### src/rtl/seq_det_pkg.sv
// rtl/seq_det_pkg.sv - shared FSM state type and default sync pattern for the 1011 frame link
package seq_det_pkg;

  typedef enum logic [1:0] {
    ST_IDLE = 2'd0,
    ST_SYNC = 2'd1,
    ST_DATA = 2'd2,
    ST_GAP  = 2'd3
  } state_t;

  localparam int         DEF_SYNC_W   = 4;
  localparam logic [3:0] DEF_SYNC_PAT = 4'b1011;

  function automatic int max3(input int a, input int b, input int c);
    int m;
    m = (a > b) ? a : b;
    return (m > c) ? m : c;
  endfunction

endpackage

### src/rtl/seq_frame_tx_1011_if.sv
// rtl/seq_frame_tx_1011_if.sv - payload valid/ready handshake into the frame transmitter
interface seq_frame_tx_1011_if #(
  parameter int DATA_W = 8
) ();
  logic [DATA_W-1:0] data_in;
  logic              data_valid;
  logic              data_ready;

  modport master (output data_in, output data_valid, input data_ready);
  modport slave  (input data_in, input data_valid, output data_ready);
endinterface

### src/rtl/piso_shift.sv
// rtl/piso_shift.sv - parallel-in serial-out shift register, MSB presented first
module piso_shift #(
  parameter int W = 8
) (
  input  logic         clk,
  input  logic         reset,
  input  logic         load,
  input  logic         shift_en,
  input  logic [W-1:0] d,
  output logic         q_msb
);
  logic [W-1:0] sr;

  always_ff @(posedge clk) begin
    if (reset) begin
      sr <= '0;
    end else if (load) begin
      sr <= d;
    end else if (shift_en) begin
      sr <= sr << 1;
    end
  end

  assign q_msb = sr[W-1];
endmodule

### src/rtl/seq_frame_tx_1011.sv
// rtl/seq_frame_tx_1011.sv - serial frame transmitter: sync pattern, MSB-first payload, idle gap
module seq_frame_tx_1011
  import seq_det_pkg::*;
#(
  parameter int                DATA_W   = 8,
  parameter int                SYNC_W   = DEF_SYNC_W,
  parameter logic [SYNC_W-1:0] SYNC_PAT = DEF_SYNC_PAT,
  parameter int                GAP      = 2
) (
  input  logic                 clk,
  input  logic                 reset,
  seq_frame_tx_1011_if.slave   s_if,
  output logic                 ser_out,
  output logic                 ser_valid,
  output logic                 sync_flag,
  output logic                 frame_done
);
  localparam int MAXV = max3(SYNC_W, DATA_W, GAP);
  localparam int CW   = $clog2(MAXV + 1);

  state_t            state;
  logic [CW-1:0]     cnt;
  logic [SYNC_W-1:0] pat_sh;
  logic              accept;
  logic              shift_en;
  logic              q_msb;

  assign s_if.data_ready = (state == ST_IDLE);
  assign accept          = s_if.data_valid && s_if.data_ready;
  // Outputs are produced one edge ahead, so the first payload bit leaves as SYNC ends.
  assign shift_en        = ((state == ST_SYNC) && (cnt == '0)) ||
                           ((state == ST_DATA) && (cnt != '0));
  assign pat_sh          = SYNC_PAT >> (cnt - 1'b1);

  piso_shift #(.W(DATA_W)) u_piso (
    .clk      (clk),
    .reset    (reset),
    .load     (accept),
    .shift_en (shift_en),
    .d        (s_if.data_in),
    .q_msb    (q_msb)
  );

  always_ff @(posedge clk) begin
    if (reset) begin
      state      <= ST_IDLE;
      cnt        <= '0;
      ser_out    <= 1'b0;
      ser_valid  <= 1'b0;
      sync_flag  <= 1'b0;
      frame_done <= 1'b0;
    end else begin
      case (state)
        ST_IDLE: begin
          frame_done <= 1'b0;
          if (accept) begin
            state     <= ST_SYNC;
            cnt       <= CW'(SYNC_W - 1);
            ser_out   <= SYNC_PAT[SYNC_W-1];
            ser_valid <= 1'b1;
            sync_flag <= 1'b1;
          end else begin
            ser_out   <= 1'b0;
            ser_valid <= 1'b0;
            sync_flag <= 1'b0;
          end
        end
        ST_SYNC: begin
          if (cnt != '0) begin
            cnt     <= cnt - 1'b1;
            ser_out <= pat_sh[0];
          end else begin
            state      <= ST_DATA;
            cnt        <= CW'(DATA_W - 1);
            ser_out    <= q_msb;
            sync_flag  <= 1'b0;
            frame_done <= (DATA_W == 1);
          end
        end
        ST_DATA: begin
          if (cnt != '0) begin
            cnt        <= cnt - 1'b1;
            ser_out    <= q_msb;
            frame_done <= (cnt == CW'(1));
          end else begin
            ser_out    <= 1'b0;
            ser_valid  <= 1'b0;
            frame_done <= 1'b0;
            if (GAP > 0) begin
              state <= ST_GAP;
              cnt   <= CW'(GAP - 1);
            end else begin
              state <= ST_IDLE;
              cnt   <= '0;
            end
          end
        end
        ST_GAP: begin
          if (cnt != '0) begin
            cnt <= cnt - 1'b1;
          end else begin
            state <= ST_IDLE;
          end
        end
        default: begin
          state <= ST_IDLE;
          cnt   <= '0;
        end
      endcase
    end
  end
endmodule

### src/flat_wrapper.sv
// flat-port wrapper written by rule: the top's interface ports become plain ports
module seq_frame_tx_1011_flat import seq_det_pkg::*;
#(
  parameter int                DATA_W   = 8,
  parameter int                SYNC_W   = DEF_SYNC_W,
  parameter logic [SYNC_W-1:0] SYNC_PAT = DEF_SYNC_PAT,
  parameter int                GAP      = 2
)
  (clk, reset, ser_out, ser_valid, sync_flag, frame_done, s_if_data_in, s_if_data_valid, s_if_data_ready);
  seq_frame_tx_1011_if #(.DATA_W(DATA_W)) s_if_i ();
  input  logic clk;
  input  logic reset;
  output logic ser_out;
  output logic ser_valid;
  output logic sync_flag;
  output logic frame_done;
  input wire logic [$bits(s_if_i.data_in)-1:0] s_if_data_in;
  input wire logic [$bits(s_if_i.data_valid)-1:0] s_if_data_valid;
  output wire logic [$bits(s_if_i.data_ready)-1:0] s_if_data_ready;
  assign s_if_i.data_in = s_if_data_in;
  assign s_if_i.data_valid = s_if_data_valid;
  assign s_if_data_ready = s_if_i.data_ready;
  seq_frame_tx_1011 #(.DATA_W(DATA_W), .SYNC_W(SYNC_W), .SYNC_PAT(SYNC_PAT), .GAP(GAP)) u_core (.clk(clk), .reset(reset), .s_if(s_if_i), .ser_out(ser_out), .ser_valid(ser_valid), .sync_flag(sync_flag), .frame_done(frame_done));
endmodule
### config.mk
export PLATFORM = sky130hd
export DESIGN_NAME = seq_frame_tx_1011_flat
export DESIGN_NICKNAME = d
export VERILOG_FILES = /design/src/rtl/seq_det_pkg.sv /design/src/rtl/seq_frame_tx_1011_if.sv /design/src/rtl/piso_shift.sv /design/src/rtl/seq_frame_tx_1011.sv /design/src/flat_wrapper.sv
export SDC_FILE = /design/constraint.sdc
export NUM_CORES = 1
export LEC_CHECK = 0
export BUFFER_PORTS_ARGS = -buffer_cell sky130_fd_sc_hd__buf_2
export CAP_MARGIN = 30
export CORE_MARGIN = 4
export CORE_UTILIZATION = 35
export CTS_BUF_LIST = sky130_fd_sc_hd__clkbuf_8 sky130_fd_sc_hd__clkbuf_16
export CTS_CLUSTER_DIAMETER = 50
export DETAILED_ROUTE_END_ITERATION = 6
export SYNTH_ARGS = -nofsm -noshare
export SYNTH_HDL_FRONTEND = slang
export SYNTH_SLANG_ARGS = --single-unit
### constraint.sdc
create_clock -name clk -period 2.35 [get_ports clk]
set_clock_uncertainty 0.05 [all_clocks]
set_input_delay 0.3525 -clock clk [delete_from_list [all_inputs] [get_ports clk]]
set_output_delay 0.3525 -clock clk [all_outputs]
set_load 0.02 [all_outputs]
; ---- Yosys cells after proc, flatten, opt, wreduce, memory -nomap -nowiden
; Index checks and enable logic that the tools add are counted.
[word_totals]
regBits = 18
latch_bits = 0
mem_bits_rw = 0
romBits = 0
inputBits = 11
output_inout_bits = 5
wordCells = 55
n_memories = 0
[op_classes]
add_sub_neg = 1
mul = 0
div = 0
n_lt_le_gt_ge = 0
n_eq_ne = 9
shifts = 1
muxes = 21
bitwise = 0
n_reduce_logical = 16
[op_table]
columns = operator, count
row1 = 4-bit two-way mux, 4
row2 = 8-bit two-way mux, 2
row3 = 4-bit case mux with 4 select lines, 1
row4 = 2-bit two-way mux, 4
row5 = 2-bit inequality test (second input constant), 4
row6 = 2-bit case mux with 4 select lines, 1
row7 = 2-bit AND reduction, 4
row8 = 1-bit case mux with 3 select lines, 2
row9 = 2-bit nonzero test, 3
row10 = 1-bit two-way mux, 5
row11 = 2-bit == test (second input constant), 2
row12 = 4-bit by 1-bit == test with 1-bit output (second input constant), 1
row13 = 4-bit zero test, 1
row14 = 1-bit case mux with 2 select lines, 2
row15 = 4-bit AND reduction, 1
row16 = 4-bit nonzero test, 1
row17 = 4-bit by 4-bit >> shifter with 1-bit output (first input constant), 1
row18 = 4-bit by 1-bit subtractor with 4-bit output (second input constant), 1
row19 = 1-bit logical AND, 3
row20 = 3-bit nonzero test, 1
row21 = 2-bit by 1-bit == test with 1-bit output (second input constant), 1
row22 = 2-bit zero test, 1
row23 = 2-bit by 1-bit inequality test with 1-bit output (second input constant), 1
row24 = 1-bit logical OR, 1

; ---- Longest topological paths before layout
[depth]
depth_word = 5
depth_mapped = 7
ltp_nobuf = 6

; ---- Modules after synthesis
; A second synthesis with hierarchy kept.
[unflattened]
cells_unflattened = 114
hier_area_um2 = 1039.7
[modules_own_cells]
columns = module, n_inst, cells_each, area_per_inst_um2, seq_area_each_um2
row1 = seq_frame_tx_1011, 1, 79, 670.6, 200.2
row2 = piso_shift, 1, 35, 369.1, 160.2

; ---- Worst setup path after synthesis
; Ideal clock, no wire load.
[synth_path]
path_kind = register to register
startpoint = register u_core.cnt[0]
endpoint = register u_core.cnt[1]
setup_time_ns = 0.119
arrival_time_ns = 1.546
required_ns = 2.181
path_slack_ns = 0.636
stages_incl_launch_ff = 7
path_buffers = 0
period_less_slack_ns = 1.714
cell_sequence = dfxtp_1 -> inv_1 -> ha_1 -> or3b_4 -> a211oi_2 -> a21oi_1 -> o221a_1
[synth_between]
elab_chain_cells = 3
word_cells_on_any_way = 8
classes_between = 1 x add/sub / 1 x eq/ne / 4 x mux / 2 x reduce/logical
[synth_rtl]
columns = item, line_no
row1 = start: declaration, seq_frame_tx_1011.sv:22  ; logic [CW-1:0] cnt;
row2 = start signal: assignment, seq_frame_tx_1011.sv:58  ; cnt <= CW'(SYNC_W - 1);
row3 = start signal: assignment, seq_frame_tx_1011.sv:70  ; cnt <= cnt - 1'b1;
row4 = start signal: assignment, seq_frame_tx_1011.sv:74  ; cnt <= CW'(DATA_W - 1);
row5 = 4-bit by 1-bit subtractor with 4-bit output / 4-bit nonzero test (equally long branches), n/a
row6 = 4-bit two-way mux (tied with other cells), seq_frame_tx_1011.sv:99  ; if (cnt != '0) begin
row7 = 4-bit case mux with 4 select lines / 2-bit AND reduction (equally long branches), n/a
; Several ways; a longest one is shown, not always the timed one. The select of a mux whose other input is x is not followed.
; A chain may end at the register's enable or synchronous reset.

; ---- Final worst setup path
; Same ends and word-level chain as after synthesis.

==> results.cfg <==
[clocking]
cts_resized = 0
clk_pin_slew_ns = 0.07
ctsHoldBuffers = 0
numCtsBuffers = 3
tritoncts = yes
cts.sinks = 18
ctsRootBufferMaster = clkbuf_8
clk_latency_ns = 0.25
cts_buffer_depth = 2
cts_setup_buffers = 0
htreeDepth = 1

[synth]
synthTopCellsByCount = dfxtp_1 (18), nand2_1 (17), nor2_1 (10)
yosysMostFrequentCell = dfxtp_1
synth_area_per_cell_um2 = 8.29
synth_edf_count = 0
synth_cell_types = 34
synth_top_cell_area_share_pct = 36.2
synth_cells = 120
syn_area_um2 = 995
synth_warnings = 0
synth_seq_area_share_pct = 36.2
ys_ff_latch = 18
synthesis.nets = 138
synth.area.top_cells = dfxtp_1 (36%), ha_1 (8.8%), nand2_1 (6.4%), a31oi_1 (4.4%), a21oi_1 (4.0%)
async_reset_ff_share_pct = 0
synthFlopType = dfxtp_1
yosys.area.top_type = dfxtp_1

[floorplanning]
die_h_um = 61.3
ios = 16
start_util_pct = 36.4
dieArea_um2 = 3760
core-area_um2 = 2730
die_w_um = 61.3
rows = 19

[min_path]
min_from = s_if_data_in[0]
hold_path_depth = 3
worst_hold_path.endpoint = u_core.u_piso.sr[0]
min_path_type = input pin to register

[final_layout]
fin_nets = 154
fill_cells = 284
layout.cells.non_filler = 166
layout-drive-gt1-share_pct = 19.3
areaGrowthSynthToFinish_pct = 15.2
antenna_cells = 0
final_util_pct = 41.9

[flow_run]
cap_violations = 0

[grt]
grt_pass1_vias = 918
grtUsageMet2_pct = 24.2
grt_pass1_wl_um = 3930
use_met3_pct = 2.94
grt_max_degree = 19
gr-total-overflow = 0
antenna_found_initial = 0
met1_usage_pct = 16.2
grt_use_total_pct = 14.3
gr-max-usage-layer = met2

[critical_path]
timing.rr.start = u_core.cnt[0]
crit_arrival_ns = 2.01
startpoint_type = register
cp-startpoint = u_core.cnt[0]
path_class = register to register
r2r_cells = 6
cp_data_required_time_ns = 2.45
r2r-end = u_core.cnt[1]
r2r_setup_slack_ns = 0.44
cp_max_fo = 5
endpoint_kind = register

[drt]
routed_wl_um = 2290
drt_first_iter_violations = 43
ant_nets = 0
drc_errors = 0
routedWlPerCell_um = 13.8
drtPass1Iterations = 6
via_per_inst = 5.51
via_count = 914

[sta]
hold_viol = 0
worst_slew_pin_slew_ns = 0.491
fmax_mhz = 523
final.min_clock_period_ns = 1.91
timing.setup.tns_ns = 0
setup_viol = 0
maxSlewViolCount = 0
rsz0062_at_grt = false
maxSlewHeadroom_pct = 67.2
finalCritPeriodShare_pct = 81.3

[power]
power_density_nw_per_um2 = 1430
p_switching_uw = 711
p_leak_uw = 0.000478
ir_drop_mv = 0.747
clkPwrFrac_pct = 15.7
intPower_uw = 930
pwr-share-comb_pct = 54.4
seqPwrFrac_pct = 30.0
finalPower_uw = 1640
switching_share_pct = 43.3

[placement]
place_congestion = 0.789
portBuffers = 15
dpl.hpwl_um = 1650
dp.cells = 162

[outcome]
status = finished clean
## registers in the layout, summed over array words and instances (netlist names)
name and count:
u_core.cnt 4, u_core.u_piso.sr 8, u_core.sync_flag 1, u_core.ser_valid 1, u_core.state 2, u_core.ser_out 1, u_core.frame_done 1
## per-layer routing
layer / up-vias / part of all wire, %
met5: - / 0
met4: 0 / 1.7
met3: 4 / 3.8
met2: 22 / 50
met1: 432 / 45
li1: 456 / -
## layout make-up
class	count	area, um2	area share, %
multi-input combinational	89	576	50.2
sequential	18	360	31.4
timing repair buffer	17	90.1	7.86
clock buffer	4	55.1	4.80
tap	31	38.8	3.38
inverter	7	26.3	2.29
## cell usage in the layout, fill, tap and decap left out, types with 2 or more instances in the layout
cell type / n
o21ai_0: 8
buf_2: 15
clkbuf_8: 4
ha_1: 7
inv_1: 7
xnor2_1: 2
nand3_1: 4
nand2_1: 17
nor2_1: 10
nor3_1: 3
buf_4: 2
a31oi_1: 7
mux2i_1: 4
dfxtp_1: 18
a21oi_1: 8
## how the worst max path moves through the flow
stage          slack, ns                   to  depth (start not counted)
4_1_cts             0.47        u_core.cnt[1]                          6
3_5_place_dp        0.48        u_core.cnt[1]                          6
2_1_floorplan       0.64        u_core.cnt[1]                          6
6_report            0.44        u_core.cnt[1]                          6
5_1_grt             0.35        u_core.cnt[1]                          6
3_3_place_gp        0.55  u_core.u_piso.sr[5]                          6
## worst max-delay path, cell delays in order, from the launching register on
cell and delay, ns:
dfxtp_1 0.35, inv_1 0.10, ha_1 0.24, or3b_4 0.44, a211oi_2 0.30, a21oi_1 0.08
o221a_1 0.25
## stage by stage
stage	setup WS, ns	area [um2]	hold WS, ns
global route	0.347	1150	0.324
floorplan	0.636	995	0.389
detailed placement	0.481	1090	0.410
CTS	0.470	1150	0.312
finish	0.438	1150	0.317
global placement	0.551	1090	0.406
## power groups by stage
stage | Sequential, uW | Clock (uW) | Combinational, uW
2_1_floorplan | 500 | 0 | 673
3_3_place_gp | 490 | 0 | 878
3_5_place_dp | 495 | 0 | 888
4_1_cts | 489 | 268 | 893
5_1_grt | 505 | 276 | 1010
6_report | 492 | 257 | 893
## kinds of logic (layout without fill, tap and decap cells)
group           Yosys count  in the layout  share of synthesized area [%]
compound gates           34             34                           22.1
fa+ha+maj                 7              7                           8.80
simple gates             41             41                           20.0
flops                    18             18                           36.2
buf+inv                  13             28                           5.91
mux                       5              5                           5.16
xor+xnor                  2              2                           1.76
No activity file was read; power rests on OpenSTA's default activity.
